--- config.mk ---
export PLATFORM = sky130hd
export DESIGN_NAME = branch_resolve_ctrl
export DESIGN_NICKNAME = d
export VERILOG_FILES = /design/src/rtl/branch_resolve_ctrl.sv
export SDC_FILE = /design/constraint.sdc
export NUM_CORES = 1
export LEC_CHECK = 0
export CAP_MARGIN = 10
export CORE_ASPECT_RATIO = 1.5
export CORE_UTILIZATION = 49
export DETAILED_ROUTE_END_ITERATION = 16
export PLACE_DENSITY = 0.88
export SYNTH_ARGS = -nofsm -noshare
export SYNTH_HDL_FRONTEND = slang
export SYNTH_SLANG_ARGS = --single-unit
--- constraint.sdc ---
create_clock -name clk -period 9.6 [get_ports clk]
set_clock_uncertainty 0.05 [all_clocks]
set_input_delay 1.44 -clock clk [delete_from_list [all_inputs] [get_ports clk]]
set_output_delay 1.44 -clock clk [all_outputs]
set_load 0.01 [all_outputs]
--- src/rtl/branch_resolve_ctrl.sv ---
// rtl/branch_resolve_ctrl.sv - branch/jump resolution FSM with comparator handshake and statistics
module branch_resolve_ctrl (
  input  logic        clk,
  input  logic        rst,
  input  logic        req_valid,
  output logic        req_ready,
  input  logic [2:0]  req_funct3,
  input  logic        req_is_jump,
  input  logic [31:0] req_pc,
  input  logic [31:0] req_target,
  input  logic [31:0] req_rs1,
  input  logic [31:0] req_rs2,
  output logic [31:0] cmp_DataA,
  output logic [31:0] cmp_DataB,
  output logic        cmp_BrUn,
  input  logic        BrEq,
  input  logic        BrLT,
  output logic        res_valid,
  input  logic        res_ready,
  output logic        res_taken,
  output logic        res_illegal,
  output logic [31:0] res_next_pc,
  output logic        flush,
  input  logic        stat_clr,
  output logic [15:0] stat_branches,
  output logic [15:0] stat_taken
);

  typedef enum logic [1:0] {
    IDLE = 2'd0,
    CMP  = 2'd1,
    RESP = 2'd2
  } state_t;

  state_t      state_q, state_d;
  logic [2:0]  funct3_q;
  logic        is_jump_q;
  logic [31:0] pc_q;
  logic [31:0] target_q;
  logic [31:0] data_a_q;
  logic [31:0] data_b_q;
  logic        br_eq_q;
  logic        br_lt_q;
  logic [15:0] stat_branches_q, stat_branches_d;
  logic [15:0] stat_taken_q, stat_taken_d;

  logic        accept;
  logic        handshake;
  logic        taken_raw;
  logic        illegal_raw;

  // Decode the captured instruction and latched comparator flags into a resolution
  always_comb begin
    taken_raw   = 1'b0;
    illegal_raw = 1'b0;
    if (is_jump_q) begin
      taken_raw = 1'b1;
    end else begin
      case (funct3_q)
        3'b000:          taken_raw = br_eq_q;
        3'b001:          taken_raw = !br_eq_q;
        3'b100, 3'b110:  taken_raw = br_lt_q;
        3'b101, 3'b111:  taken_raw = !br_lt_q;
        default:         illegal_raw = 1'b1;
      endcase
    end
  end

  // State register; reset drops any in-flight resolution
  always_ff @(posedge clk or posedge rst) begin
    if (rst) begin
      state_q <= IDLE;
    end else begin
      state_q <= state_d;
    end
  end

  // Next-state and handshake/output decode; resolution outputs read zero outside RESP
  always_comb begin
    state_d     = state_q;
    req_ready   = 1'b0;
    cmp_BrUn    = 1'b0;
    res_valid   = 1'b0;
    res_taken   = 1'b0;
    res_illegal = 1'b0;
    res_next_pc = 32'd0;
    accept      = 1'b0;
    handshake   = 1'b0;
    flush       = 1'b0;
    case (state_q)
      IDLE: begin
        req_ready = 1'b1;
        if (req_valid) begin
          accept  = 1'b1;
          state_d = req_is_jump ? RESP : CMP;
        end
      end
      CMP: begin
        cmp_BrUn = (funct3_q[2:1] == 2'b11);
        state_d  = RESP;
      end
      RESP: begin
        res_valid   = 1'b1;
        res_taken   = taken_raw;
        res_illegal = illegal_raw;
        res_next_pc = taken_raw ? target_q : (pc_q + 32'd4);
        if (res_ready) begin
          handshake = 1'b1;
          flush     = taken_raw;
          state_d   = IDLE;
        end
      end
      default: state_d = IDLE;
    endcase
  end

  // Capture the request on acceptance and the comparator flags at the end of CMP
  always_ff @(posedge clk or posedge rst) begin
    if (rst) begin
      funct3_q  <= 3'd0;
      is_jump_q <= 1'b0;
      pc_q      <= 32'd0;
      target_q  <= 32'd0;
      data_a_q  <= 32'd0;
      data_b_q  <= 32'd0;
      br_eq_q   <= 1'b0;
      br_lt_q   <= 1'b0;
    end else begin
      if (accept) begin
        funct3_q  <= req_funct3;
        is_jump_q <= req_is_jump;
        pc_q      <= req_pc;
        target_q  <= req_target;
        data_a_q  <= req_rs1;
        data_b_q  <= req_rs2;
      end
      if (state_q == CMP) begin
        br_eq_q <= BrEq;
        br_lt_q <= BrLT;
      end
    end
  end

  // Saturating statistics; clear wins over a same-cycle increment
  always_comb begin
    stat_branches_d = stat_branches_q;
    stat_taken_d    = stat_taken_q;
    if (stat_clr) begin
      stat_branches_d = 16'd0;
      stat_taken_d    = 16'd0;
    end else if (handshake) begin
      if (!is_jump_q && !illegal_raw && (stat_branches_q != 16'hFFFF)) begin
        stat_branches_d = stat_branches_q + 16'd1;
      end
      if (taken_raw && (stat_taken_q != 16'hFFFF)) begin
        stat_taken_d = stat_taken_q + 16'd1;
      end
    end
  end

  // Statistics registers
  always_ff @(posedge clk or posedge rst) begin
    if (rst) begin
      stat_branches_q <= 16'd0;
      stat_taken_q    <= 16'd0;
    end else begin
      stat_branches_q <= stat_branches_d;
      stat_taken_q    <= stat_taken_d;
    end
  end

  assign cmp_DataA     = data_a_q;
  assign cmp_DataB     = data_b_q;
  assign stat_branches = stat_branches_q;
  assign stat_taken    = stat_taken_q;

endmodule

# == Yosys cells after proc, flatten, opt, wreduce, memory -nomap -nowiden ==
# Cells that the tools add are included.
# totals
reg_bits,168
in_bits,139
output_inout_bits,134
# op_classes
addsub,3
n_eq_ne,12
mux,27
n_reduce_logical,18
# op_table
cell,count
2-to-1 mux 16 bit,6
2-to-1 mux 32 bit,2
"adder 16 x 1 -> 16 bit, second input constant",2
"adder 32 x 3 -> 32 bit, second input constant",1
"!= test 16 bit, second input constant",2
2-to-1 mux 1 bit,14
"== test 3 bit, second input constant",4
2-to-1 mux 2 bit,3
one-hot mux 2 bit (3 select lines),1
AND reduction 2 bit,3
nonzero test 2 bit,3
OR reduction 6 bit,1
"== test 2 bit, second input constant",2
zero test 1 bit,4
"!= test 2 bit, second input constant",2
one-hot mux 1 bit (4 select lines),1
OR reduction 2 bit,2
"== test 3 x 1 -> 1 bit, second input constant",1
logical AND 1 bit,3
zero test 3 bit,1
"== test 2 x 1 -> 1 bit, second input constant",1
zero test 2 bit,1

# == Depth between registers and ports, before layout ==
# depth
ltp_word,10
depth_mapped,7
mapped_depth_nobuf,6

# == Least setup slack after synthesis ==
# No wires, ideal clock.
# synth_timing
path_kind,input port to output port
startpoint,input port res_ready
endpoint,output port flush
t_arrival_ns,2.022
required_ns,8.110
path_slack_ns,6.088
cell_stages,4
path_buffers,1
path_cell_list,and3b_1 -> clkbuf_1 -> nand2_1 -> inv_1
# synth_via
elab_chain_len,2
# synth_lines
element,line,rtl
start: declaration,19,"input logic res_ready,"
2-to-1 mux 1 bit,107,if (res_ready) begin
2-to-1 mux 1 bit,90,case (state_q)
end: declaration,23,"output logic flush,"
# No other way between the ends.

# == Worst setup path in the final report ==
# layout_timing
startpoint,register is_jump_q
endpoint,output port res_next_pc[4]
# layout_via
elab_chain_len,3
# layout_lines
element,line,rtl
start: declaration,37,logic is_jump_q;
start signal: assignment,131,is_jump_q <= req_is_jump;
2-to-1 mux 1 bit,56,if (is_jump_q) begin
2-to-1 mux 32 bit,106,res_next_pc = taken_raw ? target_q : (pc_q + 32'd4);
2-to-1 mux 32 bit,90,
end: declaration,22,"output logic [31:0] res_next_pc,"
# No other way between the ends.

==> impl_metrics.csv <==
group,metric,value,unit
status,status,"finished clean",
sta,rsz0062_at_grt,"no",
drt,via_per_inst,5.65,
cts,cts_tree,"built",
grt,grt.overflow.total,0,
sta,finalHoldViolations,0,
sta,worst_slew_pin_slew,1020,ps
drt,first_pass_iters,5,
synth,synth_cells,660,
finish,stdcell_area,11300,um^2
cts,postCtsSetupBuffers,0,
sta,fin_crit_sh,0.503,
synth,syn_nets,802,
placement,dpl.hpwl,15600,um
synth,synth-edff-count,0,
cts,clk_pin_slew,70,ps
synth,synth.most_common_cell,"dfrtp_1",
sta,tns,0,ps
floorplanning,rows,56,
pwr,seqPwrFrac,0.393,
floorplanning,io-pin-count,273,
pwr,comb_power_share,0.343,
finish,drive_gt1_frac,0.189,
critical_path,startpoint_type,"register",
floorplanning,die_area,16500,um^2
pwr,power.total,2620,uW
floorplanning,die_y,157,um
grt,grt_pass1_vias,6699,
cts,cts_made_buffers,17,
synth,ys_ff_latch,168,
sta,maxSlewViolCount,0,
pwr,p_int,1770,uW
synth,synthTopCellsByCount,"dfrtp_1 (168), mux2_2 (132), a21oi_1 (43), o21ai_0 (36), nand2_1 (32)",
drt,first_iter_violations,398,
cts,hold_buffers,0,
placement,dpl_cell_area,10700,um^2
sta,holdWs,454,ps
drt,ant_nets,0,
grt,grt_max_degree,89,
grt,grt_pass1_wl,34700,um
hold_path,hp-class,"reg -> reg",
finish,nets,1065,
drt,drt_wl_total,22100,um
critical_path,critPathKind,"reg -> out",
floorplanning,die_w,105,um
pwr,peakVddDrop,0.000160,V
drt,drc,0,
floorplanning,fp.coreArea,15600,um^2
floorplanning,initial_core_util,0.501,
synth,synth_ff_type,"dfrtp_1",
sta,finalSetupViolations,0,
grt,antenna_found_initial,3,
synth,ys_seq_area_frac,0.537,
pwr,power_leakage,0.00437,uW
critical_path,critPathMaxFanout,43,
pwr,power.switching,846,uW
synth,synth-warning-count,0,
sta,max_slew_margin,0.320,
pwr,power_switching_share,0.323,
cts,insertion_delay,430,ps
critical_path,worst_ep_required_time,8110,ps
synth,yosysUniqueCellTypes,42,
critical_path,endpoint_kind,"primary output",
sta,fmax,207,MHz
synth,netlist.area_leader.share,0.537,
cts,clock_sink_count,168,
synth,async_flop_share,1.00,
synth,yosys-top-cells-area,"dfrtp_1 (54%), mux2_2 (19%), xnor2_1 (2.9%)",
sta,period_needed,4830,ps
finish,areaGrowthSynthToFinish,44.6,%
cts,root_buffer,"clkbuf_16",
cts,cts_resized,0,
synth,syn_area,7830,um^2
grt,grt_usage,0.275,
drt,vias,6453,
pwr,powerDensity,232,nW/um^2
cts,cts.path.max_buffers,2,
critical_path,crit_arrival,3340,ps
synth,synth.avg_cell_area,11.9,um^2
drt,wl_per_cell,19.3,um
pwr,clock_power_share,0.264,
flow_run,maxCapViolCount,0,
cts,htreeDepth,4,
placement,portBuffers,272,
synth,yosys.area.top_type,"dfrtp_1",
sta,setup_ws,4770,ps
placement,gp_congestion,0.834,
placement,post-place-ws,4990,ps
cell usage in the layout, fill, tap and decap left out, types with 8 or more instances in the layout:
cell / netlist / layout
xnor2_1: 26 / 26
a21oi_1: 43 / 43
nand2_1: 32 / 32
clkdlybuf4s50_1: 0 / 272
xor2_1: 12 / 12
nand3_1: 19 / 19
dfrtp_1: 168 / 168
mux2_2: 132 / 132
nor3_1: 17 / 17
a211oi_1: 8 / 8
nor2_1: 28 / 28
o21ai_0: 36 / 36
clkbuf_16: 0 / 17
nor4_1: 14 / 14
nand4_1: 15 / 15
registers in the layout, indices dropped and copies added (netlist names):
register and count:
cmp_DataA 32, cmp_DataB 32, pc_q 32, target_q 32, stat_branches 16, stat_taken 16
funct3_q 3, state_q 2, br_eq_q 1, br_lt_q 1, is_jump_q 1
final cells by class:
cell class	instances	area, um^2
inverter	8	35.0
fill	1063	4310
tap	203	254
sequential	168	4200
clock buffer	18	439
clock inverter	14	158
multi-input combinational	452	3470
timing repair buffer	276	2750
antenna	3	7.51
per-layer routing:
metal | wire length [um] | vias up | global-route usage
li1 | - | 2939 | -
met1 | 7860 | 3195 | 0.296
met2 | 12100 | 266 | 0.501
met3 | 1300 | 53 | 0.0696
met4 | 782 | 0 | 0.133
met5 | 0 | - | 0
stage by stage:
stage           util  cells
3_5_place_dp   0.686   1107
2_1_floorplan      -    660
4_1_cts        0.724   1139
5_1_grt        0.724   1142
3_3_place_gp   0.686   1107
6_report       0.724   1142
cell families (layout without fill, tap and decap cells):
logic type	count (synthesis)	in the layout	synth area share
multiplexers	137	137	0.196
XOR/XNOR	38	38	0.0425
buffers and inverters	40	316	0.0205
AO/OA/AOI/OAI	101	101	0.0762
adder cells (fa/ha/maj)	3	3	0.00480
AND/OR/NAND/NOR	173	173	0.123
other	0	3	0
flip-flops	168	168	0.537
worst max-delay path, stage by stage, from the launching register on:
cell and delay (ps):
dfrtp_1 470, a211oi_1 470, a32o_2 530, buf_4 460
nor2_1 70, a211oi_1 290, clkdlybuf4s50_1 600
path summary, 6_finish.rpt:
path | from | to | slack (ps) | cells after the start
worst max-delay path | is_jump_q | res_next_pc[4] | 4770 | 6
worst min-delay path | target_q[10] | target_q[10] | 450 | 1
worst max register to register | state_q[1] | target_q[21] | 6800 | 4
worst min register to register | target_q[10] | target_q[10] | 450 | 1
max in group asynchronous | rst | pc_q[25] | 6430 | 3
min in group asynchronous | rst | cmp_DataB[16] | 1490 | 2
power groups by stage:
stage                     Sequential [uW]  Clock, uW  Combinational, uW
after floorplan                      1050          0                432
after global placement               1020          0                878
after detailed placement             1040          0                898
after CTS                            1030        703                906
after global routing                 1050        730                960
final                                1030        691                898
No activity file was read; power rests on OpenSTA's default activity.
